==> config.mk <==
export PLATFORM = sky130hd
export DESIGN_NAME = core_sequencer
export DESIGN_NICKNAME = d
export VERILOG_FILES = /design/src/rtl/core_sequencer.sv
export SDC_FILE = /design/constraint.sdc
export NUM_CORES = 1
export LEC_CHECK = 0
export CAP_MARGIN = 20
export CORE_MARGIN = 2
export CORE_UTILIZATION = 51
export CTS_BUF_LIST = sky130_fd_sc_hd__clkbuf_4
export DETAILED_ROUTE_END_ITERATION = 7
export PLACE_DENSITY = 0.81
export SYNTH_ARGS = -nofsm -noshare
export SYNTH_HDL_FRONTEND = slang
export SYNTH_SLANG_ARGS = --single-unit
==> constraint.sdc <==
create_clock -name clk -period 2.5 [get_ports clk]
set_input_delay 0.5 -clock clk [delete_from_list [all_inputs] [get_ports clk]]
set_output_delay 0.5 -clock clk [all_outputs]
set_load 0.05 [all_outputs]
==> src/rtl/core_sequencer.sv <==
// rtl/core_sequencer.sv - multi-cycle RV32I control sequencer (FETCH/DECODE/EXEC/MEM/WB)
//
// Ports:
//   clk, rst            core clock, synchronous active-high reset
//   run                 execute enable, sampled in IDLE and on the retire cycle
//   imem_req/imem_ack   instruction fetch handshake; ir_we latches the instruction
//   opcode              instr[6:0], consumed in DECODE only
//   branch_taken        ALU compare result, consumed in EXEC for branches
//   alu_src_sel         ALU B mux: 0 = rs2, 1 = immediate
//   dmem_req/dmem_we/dmem_ack  data memory handshake (dmem_we: 1 = store)
//   pc_we, pc_sel       PC update strobe and source (0 = pc+4, 1 = target)
//   rf_we, wb_sel       register write strobe and source (00 ALU, 01 mem, 10 pc+4)
//   state               current FSM state
//   retired, instret    retire pulse and wrapping retired-instruction count
//   halted, fault       terminal state flags
module core_sequencer #(
    parameter int CPU_WIDTH = 32,
    parameter int TIMEOUT   = 255
) (
    input  logic                 clk,
    input  logic                 rst,
    input  logic                 run,
    output logic                 imem_req,
    input  logic                 imem_ack,
    output logic                 ir_we,
    input  logic [6:0]           opcode,
    input  logic                 branch_taken,
    output logic                 alu_src_sel,
    output logic                 dmem_req,
    output logic                 dmem_we,
    input  logic                 dmem_ack,
    output logic                 pc_we,
    output logic                 pc_sel,
    output logic                 rf_we,
    output logic [1:0]           wb_sel,
    output logic [2:0]           state,
    output logic                 retired,
    output logic [CPU_WIDTH-1:0] instret,
    output logic                 halted,
    output logic                 fault
);

    typedef enum logic [2:0] {
        S_IDLE   = 3'd0,
        S_FETCH  = 3'd1,
        S_DECODE = 3'd2,
        S_EXEC   = 3'd3,
        S_MEM    = 3'd4,
        S_WB     = 3'd5,
        S_HALT   = 3'd6,
        S_FAULT  = 3'd7
    } state_t;

    typedef enum logic [3:0] {
        C_NONE, C_LUI, C_AUIPC, C_JAL, C_JALR, C_OPIMM, C_OP, C_LOAD, C_STORE, C_BRANCH
    } class_t;

    localparam bit          TO_EN   = (TIMEOUT > 0);
    localparam logic [31:0] TO_LAST = (TIMEOUT > 0) ? 32'(TIMEOUT - 1) : 32'd0;

    state_t                 st;
    state_t                 boundary;
    class_t                 cls;
    class_t                 dec_cls;
    logic                   dec_known;
    logic                   dec_sys;
    logic [31:0]            wait_cnt;
    logic [CPU_WIDTH-1:0]   count;
    logic                   is_branch, is_load, is_store, is_link, is_imm;
    logic                   in_body;
    logic                   retire;
    logic                   timed_out;

    always_comb begin
        dec_cls   = C_NONE;
        dec_known = 1'b1;
        dec_sys   = 1'b0;
        case (opcode)
            7'b0110111: dec_cls = C_LUI;
            7'b0010111: dec_cls = C_AUIPC;
            7'b1101111: dec_cls = C_JAL;
            7'b1100111: dec_cls = C_JALR;
            7'b0010011: dec_cls = C_OPIMM;
            7'b0110011: dec_cls = C_OP;
            7'b0000011: dec_cls = C_LOAD;
            7'b0100011: dec_cls = C_STORE;
            7'b1100011: dec_cls = C_BRANCH;
            7'b1110011: dec_sys = 1'b1;
            default:    dec_known = 1'b0;
        endcase
    end

    assign is_branch = (cls == C_BRANCH);
    assign is_load   = (cls == C_LOAD);
    assign is_store  = (cls == C_STORE);
    assign is_link   = (cls == C_JAL) || (cls == C_JALR);
    assign is_imm    = (cls == C_OPIMM) || (cls == C_LOAD) || (cls == C_STORE) ||
                       (cls == C_JALR)  || (cls == C_LUI)  || (cls == C_AUIPC);
    assign in_body   = (st == S_EXEC) || (st == S_MEM) || (st == S_WB);

    // The three places an instruction can finish: a branch in EXEC, an acked
    // store in MEM, or any write-back.
    assign retire    = ((st == S_EXEC) && is_branch) ||
                       ((st == S_MEM) && is_store && dmem_ack) ||
                       (st == S_WB);

    // run is only looked at on instruction boundaries.
    assign boundary  = run ? S_FETCH : S_IDLE;

    // wait_cnt counts request cycles already spent without ack; the cycle
    // that would make it reach TIMEOUT faults unless ack arrives in it.
    assign timed_out = TO_EN && (wait_cnt == TO_LAST);

    always_ff @(posedge clk) begin
        if (rst) begin
            st       <= S_IDLE;
            cls      <= C_NONE;
            count    <= '0;
            wait_cnt <= '0;
        end else begin
            if (retire) begin
                count <= count + CPU_WIDTH'(1);
            end
            case (st)
                S_IDLE: begin
                    if (run) begin
                        st       <= S_FETCH;
                        wait_cnt <= '0;
                    end
                end
                S_FETCH: begin
                    if (imem_ack) begin
                        st <= S_DECODE;
                    end else if (timed_out) begin
                        st <= S_FAULT;
                    end else begin
                        wait_cnt <= wait_cnt + 32'd1;
                    end
                end
                S_DECODE: begin
                    cls <= dec_cls;
                    if (dec_sys) begin
                        st <= S_HALT;
                    end else if (!dec_known) begin
                        st <= S_FAULT;
                    end else begin
                        st <= S_EXEC;
                    end
                end
                S_EXEC: begin
                    if (is_branch) begin
                        st       <= boundary;
                        wait_cnt <= '0;
                    end else if (is_load || is_store) begin
                        st       <= S_MEM;
                        wait_cnt <= '0;
                    end else begin
                        st <= S_WB;
                    end
                end
                S_MEM: begin
                    if (dmem_ack) begin
                        if (is_store) begin
                            st       <= boundary;
                            wait_cnt <= '0;
                        end else begin
                            st <= S_WB;
                        end
                    end else if (timed_out) begin
                        st <= S_FAULT;
                    end else begin
                        wait_cnt <= wait_cnt + 32'd1;
                    end
                end
                S_WB: begin
                    st       <= boundary;
                    wait_cnt <= '0;
                end
                default: begin
                    st <= st;
                end
            endcase
        end
    end

    assign imem_req    = (st == S_FETCH);
    assign ir_we       = (st == S_FETCH) && imem_ack;
    assign dmem_req    = (st == S_MEM);
    assign dmem_we     = (st == S_MEM) && is_store;
    assign alu_src_sel = in_body && is_imm;
    assign pc_we       = retire;
    assign retired     = retire;
    assign rf_we       = (st == S_WB);
    assign pc_sel      = ((st == S_EXEC) && is_branch && branch_taken) ||
                         ((st == S_WB) && is_link);
    assign wb_sel      = (st != S_WB) ? 2'b00 :
                         is_load      ? 2'b01 :
                         is_link      ? 2'b10 : 2'b00;
    assign state       = st;
    assign instret     = count;
    assign halted      = (st == S_HALT);
    assign fault       = (st == S_FAULT);

endmodule

## Yosys cells after proc, flatten, opt, wreduce, memory -nomap -nowiden

Cells that the tools add are included.

| word-level totals | value |
|---|---|
| flip-flop bits (word level) | 71 |
| input port bits | 13 |
| output and inout port bits | 48 |
| word-level logic and storage cells | 87 |

| cells by class | value |
|---|---|
| add/sub/neg operators | 2 |
| equal/unequal tests | 31 |
| mux-type cells | 25 |
| reductions and logical operators | 25 |

Operator list:

| cell | count |
|---|---|
| $mux W32 | 7 |
| $pmux W32 S5 | 1 |
| $add A32 B1 Y32 const B | 2 |
| $pmux W4 S9 | 1 |
| $eq A32 B8 Y1 const B | 1 |
| $eq A7 B7 Y1 const B | 4 |
| $mux W3 | 8 |
| $eq A7 B6 Y1 const B | 3 |
| $pmux W3 S6 | 1 |
| $eq A7 B5 Y1 const B | 2 |
| $eq A3 B3 Y1 const B | 4 |
| $eq A4 B3 Y1 const B | 3 |
| $logic_or A1 B1 Y1 | 12 |
| $reduce_or A10 Y1 | 1 |
| $eq A4 B2 Y1 const B | 2 |
| $eq A4 B4 Y1 const B | 2 |
| $eq A7 B2 Y1 const B | 1 |
| $logic_and A1 B1 Y1 | 7 |
| $eq A3 B2 Y1 const B | 2 |
| $mux W2 | 3 |
| $ne A3 B2 Y1 const B | 2 |
| $reduce_bool A6 Y1 | 1 |
| $reduce_and A5 Y1 | 1 |
| $reduce_bool A5 Y1 | 1 |
| other kinds (7) | 11 |

## Depth between registers and ports, before layout

| depth | value |
|---|---|
| depth after elaboration | 7 |
| depth in mapped cells | 8 |
| mapped depth without buffers | 7 |

## Worst setup path after synthesis

No wires, ideal clock.

| timing | value |
|---|---|
| kind | reg-to-output |
| start | register st[2] (netlist: state[2]) |
| end | output port pc_sel |
| arrival time | 3.381 ns |
| required time | 2.000 ns |
| slack | -1.381 ns |
| cell stages (with the launch flop) | 6 |
| cell sequence | dfxtp_1 > clkbuf_1 > nor2b_1 > and2_1 > nor3b_1 > a31o_2 |

RTL lines:

| item | RTL line | source |
|---|---|---|
| start: declaration | 61 | `state_t st;` |
| start signal: assignment | 152 | `st <= boundary;` |
| start signal: assignment | 164 | `st <= boundary;` |
| start signal: assignment | 176 | `st <= boundary;` |
| $eq A3 B3 Y1 | - |  |
| net rf_we | 34 | `output logic rf_we,` |
| $logic_and A1 B1 Y1 | 195 | `((st == S_WB) && is_link);` |
| $logic_or A1 B1 Y1 | 194 | `assign pc_sel = ((st == S_EXEC) && is_branch && branch_taken) \|\|` |
| end: declaration | 33 | `output logic pc_sel,` |

The timed path passes the listed nets, and every way through them passes these cells.

## Worst setup path after layout

| timing | value |
|---|---|
| start | register st[2] (netlist: state[2]) |
| end | output port retired |

| between the ends | value |
|---|---|
| cells in the longest elaborated chain, start to end | 5 |

Ends and longest elaborated chain:

| item | RTL line | source |
|---|---|---|
| $eq A3 B3 Y1 | 104 | `((st == S_MEM) && is_store && dmem_ack) \|\|` |
| $logic_and A1 B1 Y1 (2 in series) | 104 |  |
| $logic_or A1 B1 Y1 | 103 | `assign retire = ((st == S_EXEC) && is_branch) \|\|` |
| $logic_or A1 B1 Y1 (*) | 104 |  |
| end: declaration | 37 | `output logic retired,` |

Every way passes the cells marked *; elsewhere a longest branch is shown, timed or not.

==> flow_summary_export.csv <==
group,metric,value,unit
clock_tree,clockRootBuffer,"clkbuf_4",
power,p_comb_frac,0.132,
grt,grt_max_degree,31,
cells_and_area,design_area,5350,um2
yosys,yosysSeqAreaShare,0.344,
power,p_switching,618,uW
power,p_seq_frac,0.500,
sta,fmax,0.413,GHz
clock_tree,clk_pin_slew_worst_paths,140,ps
cells_and_area,final_cells,704,
routing,drcViolationCount,0,
clock_tree,htree_levels,3,
power,p_int,1.67,mW
routing,vias_per_cell,6.34,
critical_path,crit_arrival,1920,ps
cells_and_area,num_antenna_cells,0,
run_status,outcome,"finished clean",
sta,hold_viol_final,0,
floorplanning,core-area,7810,um2
sta,min_period_over_period,0.968,
clock_tree,cts_tree,"built",
cells_and_area,drive_gt1_frac,0.135,
critical_path,cp-start-kind,"flop",
critical_path,cp-end-kind,"output pin",
power,clkPwrFrac,0.367,
critical_path,crit_required,2000,ps
clock_tree,cts_buffers,9,
critical_path,crit_slowest_cell,"or3b_4",
floorplanning,ios,61,
sta,clock_skew,25.6,ps
placed_design,place_inst,683,
critical_path,path_class,"flop to output pin",
power,p_per_area,428,nW/um2
floorplanning,die_w,94.0,um
critical_path,path_cells,"or3b_4, o32ai_2, buf_4, a21oi_4, buf_12, inv_6, buf_12",
yosys,synth_ff_type,"dfxtp_1",
yosys,synthArstFlopShare,0,
cells_and_area,syn_to_final_growth,29.3,%
power,p_leak,1.68,nW
sta,drv_slew,0,
routing,drt-met1-wl,4990,um
flow_run,maxCapViolations,0,
floorplanning,die_area,8840,um2
placed_design,portBuffers,60,
clock_tree,clock-sinks,71,
cells_and_area,num-fill-cells,622,
grt,antenna_found_initial,0,
critical_path,reg2reg_depth,6,
floorplanning,start_util,0.529,
placed_design,placed_area,5110,um2
critical_path,rrSetupSlack,160,ps
yosys,synth-seq-cells,71,
yosys,synth.cell_area,4130,um2
placed_design,hpwl,7490,um
routing,vias,4460,
clock_tree,cts_buffer_depth,2,
sta,rsz0062_at_grt,"false",
placed_design,gp_congestion,0.868,
routing,drt_iter0_markers,226,
routing,drtAntennaViolNets,0,
critical_path,critPathMaxFanout,4,
yosys,syn-instance-count,524,
routing,firstDrtPassIters,5,
grt,grt_remaining_overflow,0,
sta,final.min_clock_period,2420,ps
critical_path,cpMostUsedCell,"buf_12",
grt,grt_pass1_wl,18100,um
cells_and_area,final_common_cell,"dfxtp_1",
routing,wl_per_cell,15.2,um
yosys,synth_area_leaders,"dfxtp_1 (34%), a21oi_1 (8.0%), o31ai_1 (7.1%)",
routing,wl_met2,5090,um
grt,grt_pass1_vias,3955,
cells_and_area,final_cell_mix,"dfxtp_1 (68), a21oi_1 (65), clkdlybuf4s50_1 (47), o31ai_1 (39), or4_1 (36)",
clock_tree,ctsHoldBuffers,0,
critical_path,critPathMaxStageDelay,400,ps
sta,fin_setup_tns,0,ps
yosys,ys_types,57,
yosys,synth.largest_area_cell,"dfxtp_1",
yosys,postSynthAreaPerCell,7.89,um2
power,p_sw_frac,0.270,
power,peakVddDrop,341,uV
yosys,ys.warnings.count,0,
routing,highest_layer,"met4",
routing,dr_wl_met3,511,um
clock_tree,clk_latency,420,ps
floorplanning,die_h,94.0,um
yosys,synthesis.nets,540,
sta,tightestPinTransition,711,ps
sta,setup_viol,0,
min_path,hp-class,"flop to flop",
floorplanning,row_count,32,
cells_and_area,nNetsFinal,613,
yosys,synth_edf_count,0,
grt,grt_usage,0.249,
min_path,hold_depth,2,
sta,relSlewSlack,0.522,
routing,drt_wl_total,10700,um
yosys,yosys.area.top_type_share,0.344,
worst paths after layout:
check | startpoint | end
setup / recovery | state[2]$_SDFFE_PP0P_ | retired
hold / removal | instret[31]$_SDFFE_PP0P_ | instret[31]$_SDFFE_PP0P_
setup reg to reg | cls[1]$_SDFFE_PP0P_ | wait_cnt[30]$_SDFFE_PP0P_
hold reg to reg | instret[31]$_SDFFE_PP0P_ | instret[31]$_SDFFE_PP0P_
cell type report:
class,count,area (um2),area share
timing repair buffer,95,988,0.185
clock inverter,7,96.3,0.0180
sequential,71,1430,0.267
tap,102,128,0.0239
clock buffer,9,67.6,0.0126
multi-input combinational,402,2570,0.480
inverter,18,72.6,0.0136
power by group through the flow:
stage	clock network, mW	registers, mW	logic (mW)
final	0.840	1.14	0.302
after global routing	0.903	1.15	0.329
after CTS	0.858	1.14	0.298
after detailed placement	0	1.17	0.296
after global placement	0	1.17	0.291
after floorplan	0	1.18	0.165
timing repair:
| item | in CTS | in global routing |
|---|---|---|
| setup buffers | 2 | 2 |
| gates cloned | 1 | 0 |
| setup endpoints to repair | 6 | 3 |
| pin swaps | 0 | 1 |
| resized for setup | 5 | 2 |
Yosys cell counts, types with 5 or more instances:
master and count:
nor4_1 9, a21oi_1 66, or4_1 36, nor3_1 12, nor2b_1 6, nand3_1 29
nand4_1 22, nand3b_1 5, and3_1 9, nand2_1 27, inv_1 18, dfxtp_1 71
o21ai_0 27, clkbuf_1 29, nor2_1 22, o31ai_1 39, or3_1 20
flip-flops by register name, indices dropped and copies added (netlist names):
register  count
cls           4
wait_cnt     32
state         3
instret      32
critical path, delay by kind of cell, from the launching register on:
kind            cells  cell delay (ps)
buf+inv             4              460
simple gates        1              400
flops               1              370
compound gates      2              260
stage by stage:
stage	total power, mW	setup WS (ps)	util	hold slack (ps)
6_report	2.29	79.1	0.685	500
5_1_grt	2.38	8.57	0.685	534
4_1_cts	2.30	0.578	0.682	498
3_5_place_dp	1.47	-5.53	0.654	482
3_3_place_gp	1.46	28.1	0.654	466
2_1_floorplan	1.35	-2.20	-	452
per-layer routing:
| layer | GRT usage | vias to the layer above |
|---|---|---|
| li1 | - | 2182 |
| met1 | 0.339 | 2126 |
| met2 | 0.403 | 136 |
| met3 | 0.0369 | 16 |
| met4 | 0.0833 | 0 |
| met5 | 0 | - |
kinds of logic (layout without fill, tap and decap cells):
logic type / count (synthesis) / in the layout / share of synthesized area
buf+inv: 51 / 129 / 0.0493
simple gates: 224 / 224 / 0.322
mux: 5 / 5 / 0.0124
flops: 71 / 71 / 0.344
compound gates: 165 / 165 / 0.252
xor+xnor: 5 / 5 / 0.0106
fa+ha+maj: 3 / 3 / 0.00908
No activity file was read; power rests on OpenSTA's default activity.
